`src/rtl/serial_eval_pkg.sv`:
```
// Shared definitions for the serial evaluation slice (sample store and
// sample player).
//   state_t             : player sequencing states
//   SEQ_LEN             : serial steps per stored entry
//   NUM_SAMPLES_DEFAULT : highest entry index shared with the sample store
package serial_eval_pkg;

  localparam int SEQ_LEN             = 8;
  localparam int NUM_SAMPLES_DEFAULT = 24;

  typedef enum logic [2:0] {
    IDLE,
    CUT,
    DRIVE,
    SETTLE,
    COMPARE,
    DONE
  } state_t;

endpackage

```
`src/rtl/settle_timer.sv`:
```
// Loadable down-counter that times the idle gap between stepping the
// evolved circuit and sampling its output.
//   iClock, iReset : clock, asynchronous active-high reset
//   iLoad          : preload with SETTLE_CYCLES-1 (the first SETTLE cycle
//                    sees this value)
//   iCount         : decrement by one, stopping at zero
//   oZero          : counter is zero, meaning the current SETTLE cycle is
//                    the last one
module settle_timer #(
  parameter int SETTLE_CYCLES = 1
) (
  input  logic iClock,
  input  logic iReset,
  input  logic iLoad,
  input  logic iCount,
  output logic oZero
);

  // Loading SETTLE_CYCLES-1 makes the count reach zero on the last of
  // exactly SETTLE_CYCLES wait cycles.
  localparam logic [3:0] LOAD_VALUE =
    (SETTLE_CYCLES > 0) ? 4'(SETTLE_CYCLES - 1) : 4'd0;

  logic [3:0] count;

  // NOTE: sequential state uses non-blocking assignments so every flop
  // samples pre-edge values regardless of block ordering.
  always_ff @(posedge iClock or posedge iReset) begin
    if (iReset) begin
      count <= '0;
    end else if (iLoad) begin
      count <= LOAD_VALUE;
    end else if (iCount && (count != '0)) begin
      count <= count - 1'b1;
    end
  end

  assign oZero = (count == '0);

endmodule

```
`src/rtl/serial_sample_player.sv`:
```
// Plays every stored 8-bit input sequence, LSB first, into the evolved serial
// circuit and scores the circuit's output against the expected bits wherever
// the valid mask is set. The score and error counts are the fitness result.
//   iClock, iReset    : clock, asynchronous active-high reset
//   iStart            : request a full evaluation (taken only in IDLE)
//   iInputSequences   : serial stimulus per entry, bit 0 played first
//   iExpectedOutputs  : expected circuit output per step
//   iValidOutputs     : 1 = step is scored
//   oCircuitReset     : one-cycle clear of circuit state before each entry
//   oCircuitInput     : stimulus bit, stable from DRIVE through COMPARE
//   oCircuitStep      : one-cycle clock enable to the circuit
//   iCircuitOutput    : circuit output, sampled in COMPARE
//   oBusy, oDone      : run in progress / one-cycle completion pulse
//   oScore, oErrors   : saturating matched / mismatched scored steps
//   oEntryIndex       : entry being played (debug)
module serial_sample_player
  import serial_eval_pkg::*;
#(
  parameter int NUM_SAMPLES   = NUM_SAMPLES_DEFAULT,
  parameter int SETTLE_CYCLES = 1,
  parameter int SCORE_W       = 16
) (
  input  logic                         iClock,
  input  logic                         iReset,
  input  logic                         iStart,
  input  logic [NUM_SAMPLES:0][7:0]    iInputSequences,
  input  logic [NUM_SAMPLES:0][7:0]    iExpectedOutputs,
  input  logic [NUM_SAMPLES:0][7:0]    iValidOutputs,
  output logic                         oCircuitReset,
  output logic                         oCircuitInput,
  output logic                         oCircuitStep,
  input  logic                         iCircuitOutput,
  output logic                         oBusy,
  output logic                         oDone,
  output logic [SCORE_W-1:0]           oScore,
  output logic [SCORE_W-1:0]           oErrors,
  output logic [7:0]                   oEntryIndex
);

  localparam int IDX_W  = (NUM_SAMPLES > 0) ? $clog2(NUM_SAMPLES + 1) : 1;
  localparam int STEP_W = $clog2(SEQ_LEN);
  localparam logic [IDX_W-1:0]  LAST_ENTRY = IDX_W'(NUM_SAMPLES);
  localparam logic [STEP_W-1:0] LAST_STEP  = STEP_W'(SEQ_LEN - 1);

  state_t              state, next_state;
  logic [IDX_W-1:0]    entry;
  logic [STEP_W-1:0]   step;
  logic [SCORE_W-1:0]  score, errors;
  logic                settle_zero;
  logic                cur_input, cur_expected, cur_valid;

  // Arrays are read live; the controller holds them stable while busy.
  assign cur_input    = iInputSequences[entry][step];
  assign cur_expected = iExpectedOutputs[entry][step];
  assign cur_valid    = iValidOutputs[entry][step];

  function automatic logic [SCORE_W-1:0] sat_inc(input logic [SCORE_W-1:0] v);
    return (v == '1) ? v : v + 1'b1;
  endfunction

  settle_timer #(.SETTLE_CYCLES(SETTLE_CYCLES)) u_settle_timer (
    .iClock (iClock),
    .iReset (iReset),
    .iLoad  (state == DRIVE),
    .iCount (state == SETTLE),
    .oZero  (settle_zero)
  );

  always_ff @(posedge iClock or posedge iReset) begin
    if (iReset) begin
      state <= IDLE;
    end else begin
      state <= next_state;
    end
  end

  // NOTE: next_state gets a default before the case so no path leaves it
  // unassigned, which would otherwise infer a latch.
  always_comb begin
    next_state = state;
    case (state)
      IDLE:    if (iStart) next_state = CUT;
      CUT:     next_state = DRIVE;
      DRIVE:   next_state = (SETTLE_CYCLES > 0) ? SETTLE : COMPARE;
      SETTLE:  if (settle_zero) next_state = COMPARE;
      COMPARE: begin
        if (step != LAST_STEP)       next_state = DRIVE;
        else if (entry != LAST_ENTRY) next_state = CUT;
        else                          next_state = DONE;
      end
      DONE:    next_state = IDLE;
      default: next_state = IDLE;
    endcase
  end

  always_ff @(posedge iClock or posedge iReset) begin
    if (iReset) begin
      entry  <= '0;
      step   <= '0;
      score  <= '0;
      errors <= '0;
    end else begin
      case (state)
        IDLE: begin
          if (iStart) begin
            entry  <= '0;
            score  <= '0;
            errors <= '0;
          end
        end
        CUT: step <= '0;
        COMPARE: begin
          if (cur_valid) begin
            if (iCircuitOutput == cur_expected) score  <= sat_inc(score);
            else                                errors <= sat_inc(errors);
          end
          if (step != LAST_STEP)        step  <= step + 1'b1;
          else if (entry != LAST_ENTRY) entry <= entry + 1'b1;
        end
        default: ;
      endcase
    end
  end

  assign oCircuitReset = (state == CUT);
  assign oCircuitStep  = (state == DRIVE);
  assign oCircuitInput = cur_input &&
                         ((state == DRIVE) || (state == SETTLE) || (state == COMPARE));
  assign oBusy         = (state != IDLE);
  assign oDone         = (state == DONE);
  assign oScore        = score;
  assign oErrors       = errors;
  assign oEntryIndex   = 8'(entry);

endmodule
```
`config.mk`:
```
export PLATFORM = sky130hd
export DESIGN_NAME = serial_sample_player
export DESIGN_NICKNAME = d
export VERILOG_FILES = /design/src/rtl/serial_eval_pkg.sv /design/src/rtl/settle_timer.sv /design/src/rtl/serial_sample_player.sv
export SDC_FILE = /design/constraint.sdc
export NUM_CORES = 1
export LEC_CHECK = 0
export CAP_MARGIN = 20
export CORE_AREA = 4 4 250 252
export DETAILED_ROUTE_END_ITERATION = 16
export DIE_AREA = 0 0 254 256
export DONT_BUFFER_PORTS = 1
export SYNTH_ARGS = -nofsm -noshare
export SYNTH_HDL_FRONTEND = slang
export SYNTH_HIERARCHICAL = 1
export SYNTH_SLANG_ARGS = --single-unit
```
`constraint.sdc`:
```
create_clock -name iClock -period 10.37 [get_ports iClock]
set_input_delay 3.111 -clock iClock [delete_from_list [all_inputs] [get_ports iClock]]
set_output_delay 3.111 -clock iClock [all_outputs]
set_load 0.02 [all_outputs]
```
==> impl_metrics.csv <==
group,metric,value,unit
status,status,"finished clean",
setup_path,worstSetupStartpointType,"input port",
global_routing,use_met3,4.34,%
die,design.die.area,0.0650,mm²
power_and_ir_drop,p_seq_share,39.4,%
setup_path,critical_path_class,"in -> out",
synth,ys_ff_latch,47,
synth,synth_edf_count,0,
global_routing,grt_pass1_vias,8254,
global_routing,met1_usage,18.5,%
cells_and_area,n_fill_cell,6820,
drt,drc,0,
setup_path,cp_max_fo,1,
synth,ys_types,87,
synth,yosysSeqAreaShare,14.1,%
cells_and_area,area_growth,10.5,%
timing,layout_setup_ws,1.94,ns
clocking,post_cts_buffers,0,
power_and_ir_drop,cellPowerDensity,69.3,mW/mm²
global_routing,grt_usage,14.6,%
power_and_ir_drop,ir_drop,0.0000628,V
synth,synth_top_flop_cell,"dfrtp_1",
synth,synthArstFlopShare,100,%
die,die_h,256,µm
global_routing,grt_pass1_wl,67400,µm
cells_and_area,regArea,0.00119,mm²
clocking,cts-hold-fix-buffers,0,
cells_and_area,nets,1388,
clocking,root_buffer,"clkbuf_16",
power_and_ir_drop,clkPwrFrac,33.6,%
clocking,clock_latency,0.30,ns
cells_and_area,fin_util,15.4,%
timing,setup_tns,0,ns
timing,maxSlewHeadroom,33.7,%
timing,hold_slack,0.570,ns
synth,avgSynthCellArea,10.0,µm²
synth,synth_area,0.00835,mm²
drt,dr.pass1.iters,5,
clocking,cts.clk_slew.worst_paths,0.07,ns
clocking,clock_sinks,47,
clocking,cts_tree,"yes",
timing,rsz0062_at_grt,"no",
power_and_ir_drop,switching_share,33.0,%
power_and_ir_drop,p_int,429,µW
timing,finalCritPeriodShare,81.3,%
global_routing,use_met2,24.3,%
timing,fmax,119,MHz
drt,drtIter0Drc,863,
timing,finalHoldViolations,0,
cells_and_area,drive_gt1_share,22.9,%
global_routing,gr-total-overflow,0,
power_and_ir_drop,design_power_total,640,µW
cells_and_area,multiInputGateArea,0.00660,mm²
setup_path,crit_required,7.26,ns
timing,setup_violations,0,
drt,post_drt_via_cell_ratio,5.16,
timing,period_minus_slack,8.43,ns
synth,yosys_warnings,6,
place,finalWeightedCongestion,0.938,
drt,ant_nets,0,
power_and_ir_drop,p_comb_share,27.0,%
global_routing,antenna_found_initial,30,
die,initial_core_util,13.9,%
synth,syn-instance-count,833,
die,die_width,254,µm
job,drv_cap,0,
place,dp_hpwl,43000,µm
drt,wire_per_inst,32.6,µm
min_path,hold_class,"reg -> reg",
power_and_ir_drop,p_leak,3.09,nW
timing,clock_skew,0.00473,ns
drt,vias,8138,
clocking,clock_path_buffers,2,
setup_path,cp-end-kind,"primary output",
timing,slew_viol_final,0,
die,core_area,0.0601,mm²
power_and_ir_drop,p_switching,211,µW
global_routing,grt_max_degree,51,
die,io_pins,649,
clocking,cts_resized,0,
setup_path,worstPathArrival,5.32,ns
place,io_buffers,0,
clocking,htree_levels,2,
die,fp-row-count,90,
timing,worst_pin_slew,0.992,ns
place,dp_slack,1.98,ns
global_routing,top_usage_layer,"met2",
clocking,cts_buffers,5,
drt,routed_wl,51400,µm
[per-stage QoR]
step	cells	instance area, µm²
after detailed placement	1551	9000
after floorplan	835	8360
after global routing	1573	9230
after global placement	1551	9000
final	1576	9230
after CTS	1559	9190
[cell usage after synthesis, types with 15 or more instances]
master	number	area, µm²
mux4_2	101	2270
nand2_1	85	319
mux2i_1	70	701
dfrtp_1	47	1180
a21oi_1	37	185
clkbuf_1	31	116
o21ai_0	31	155
nand3_1	30	150
nor2_1	27	101
o211ai_1	27	203
buf_2	25	125
o22ai_1	21	131
buf_4	19	143
inv_1	19	71.3
mux4_1	15	394
[power groups by stage]
stage / registers, mW / logic, mW / clock network (mW)
after detailed placement: 0.256 / 0.171 / 0
after CTS: 0.252 / 0.172 / 0.222
after floorplan: 0.244 / 0.141 / 0
final: 0.252 / 0.172 / 0.215
after global placement: 0.255 / 0.167 / 0
after global routing: 0.257 / 0.189 / 0.226
[cells by family (layout without fill, tap and decap cells)]
kind of cell | count (synthesis) | in the layout | synth area share (%)
simple gates | 243 | 243 | 15.4
compound gates | 230 | 230 | 20.3
mux | 197 | 197 | 41.8
buf+inv | 107 | 49 | 7.07
flops | 47 | 47 | 14.1
fa+ha+maj | 8 | 8 | 1.20
other cells | 1 | 20 | 0.0449
[worst max-delay path, stage by stage]
cell,delay [ns]
mux4_2,0.44
mux2_2,0.27
a221oi_1,0.47
a211oi_1,0.11
a31oi_1,0.17
nor2_1,0.06
a211oi_1,0.45
a221oi_1,0.25
[worst paths after layout]
| kind | startpoint | end | slack (ns) | cells past startpoint |
|---|---|---|---|---|
| min reg2reg | u_settle_timer/count[3]$_DFFE_PP0P_ | u_settle_timer/count[3]$_DFFE_PP0P_ | 0.57 | 1 |
| max reg2reg | entry[3]$_DFFE_PP0P_ | oErrors[9]$_DFFE_PP0P_ | 4.94 | 10 |
| max | iInputSequences[184] | oCircuitInput | 1.94 | 8 |
| min in group asynchronous | iReset | u_settle_timer/count[0]$_DFFE_PP0P_ | 2.58 | 1 |
| max in group asynchronous | iReset | entry[2]$_DFFE_PP0P_ | 7.04 | 2 |
| min | u_settle_timer/count[3]$_DFFE_PP0P_ | u_settle_timer/count[3]$_DFFE_PP0P_ | 0.57 | 1 |
[routing by layer]
metal  vias up  part of all wire (%)
li1       3336                     -
met4        22                   2.7
met5         -                  0.30
met1      4080                    39
met2       615                    48
met3        85                    10
[state kept, by name, indices dropped and copies added, names as in the netlist]
signal / count
oScore: 16
entry: 5
state: 3
step: 3
oErrors: 16
u_settle_timer/count: 4
[placed cells by master, fill, tap and decap left out, types with 10 or more instances in the layout]
cell / synthesis / layout
nor2_1: 27 / 27
nor3_1: 11 / 11
dfrtp_1: 47 / 41
and3_1: 12 / 12
buf_4: 19 / 20
a21oi_1: 37 / 37
diode_2: 0 / 17
o211ai_1: 27 / 27
inv_1: 19 / 19
mux4_1: 15 / 15
mux4_2: 101 / 101
mux2i_1: 70 / 70
a22oi_1: 10 / 10
mux2_2: 11 / 11
nand3_1: 30 / 30
o22ai_1: 21 / 21
nand2_1: 85 / 85
o21ai_0: 31 / 31
[cell type report]
cell class / count / area share [%]
Timing Repair Buffer: 20 / 1.63
Clock buffer: 6 / 1.40
Inverter: 21 / 0.854
Antenna cell: 17 / 0.461
Clock inverter: 2 / 0.650
Multi-Input combinational cell: 681 / 71.5
Sequential cell: 47 / 12.9
Tap cell: 782 / 10.6
No activity file was read; power rests on OpenSTA's default activity.
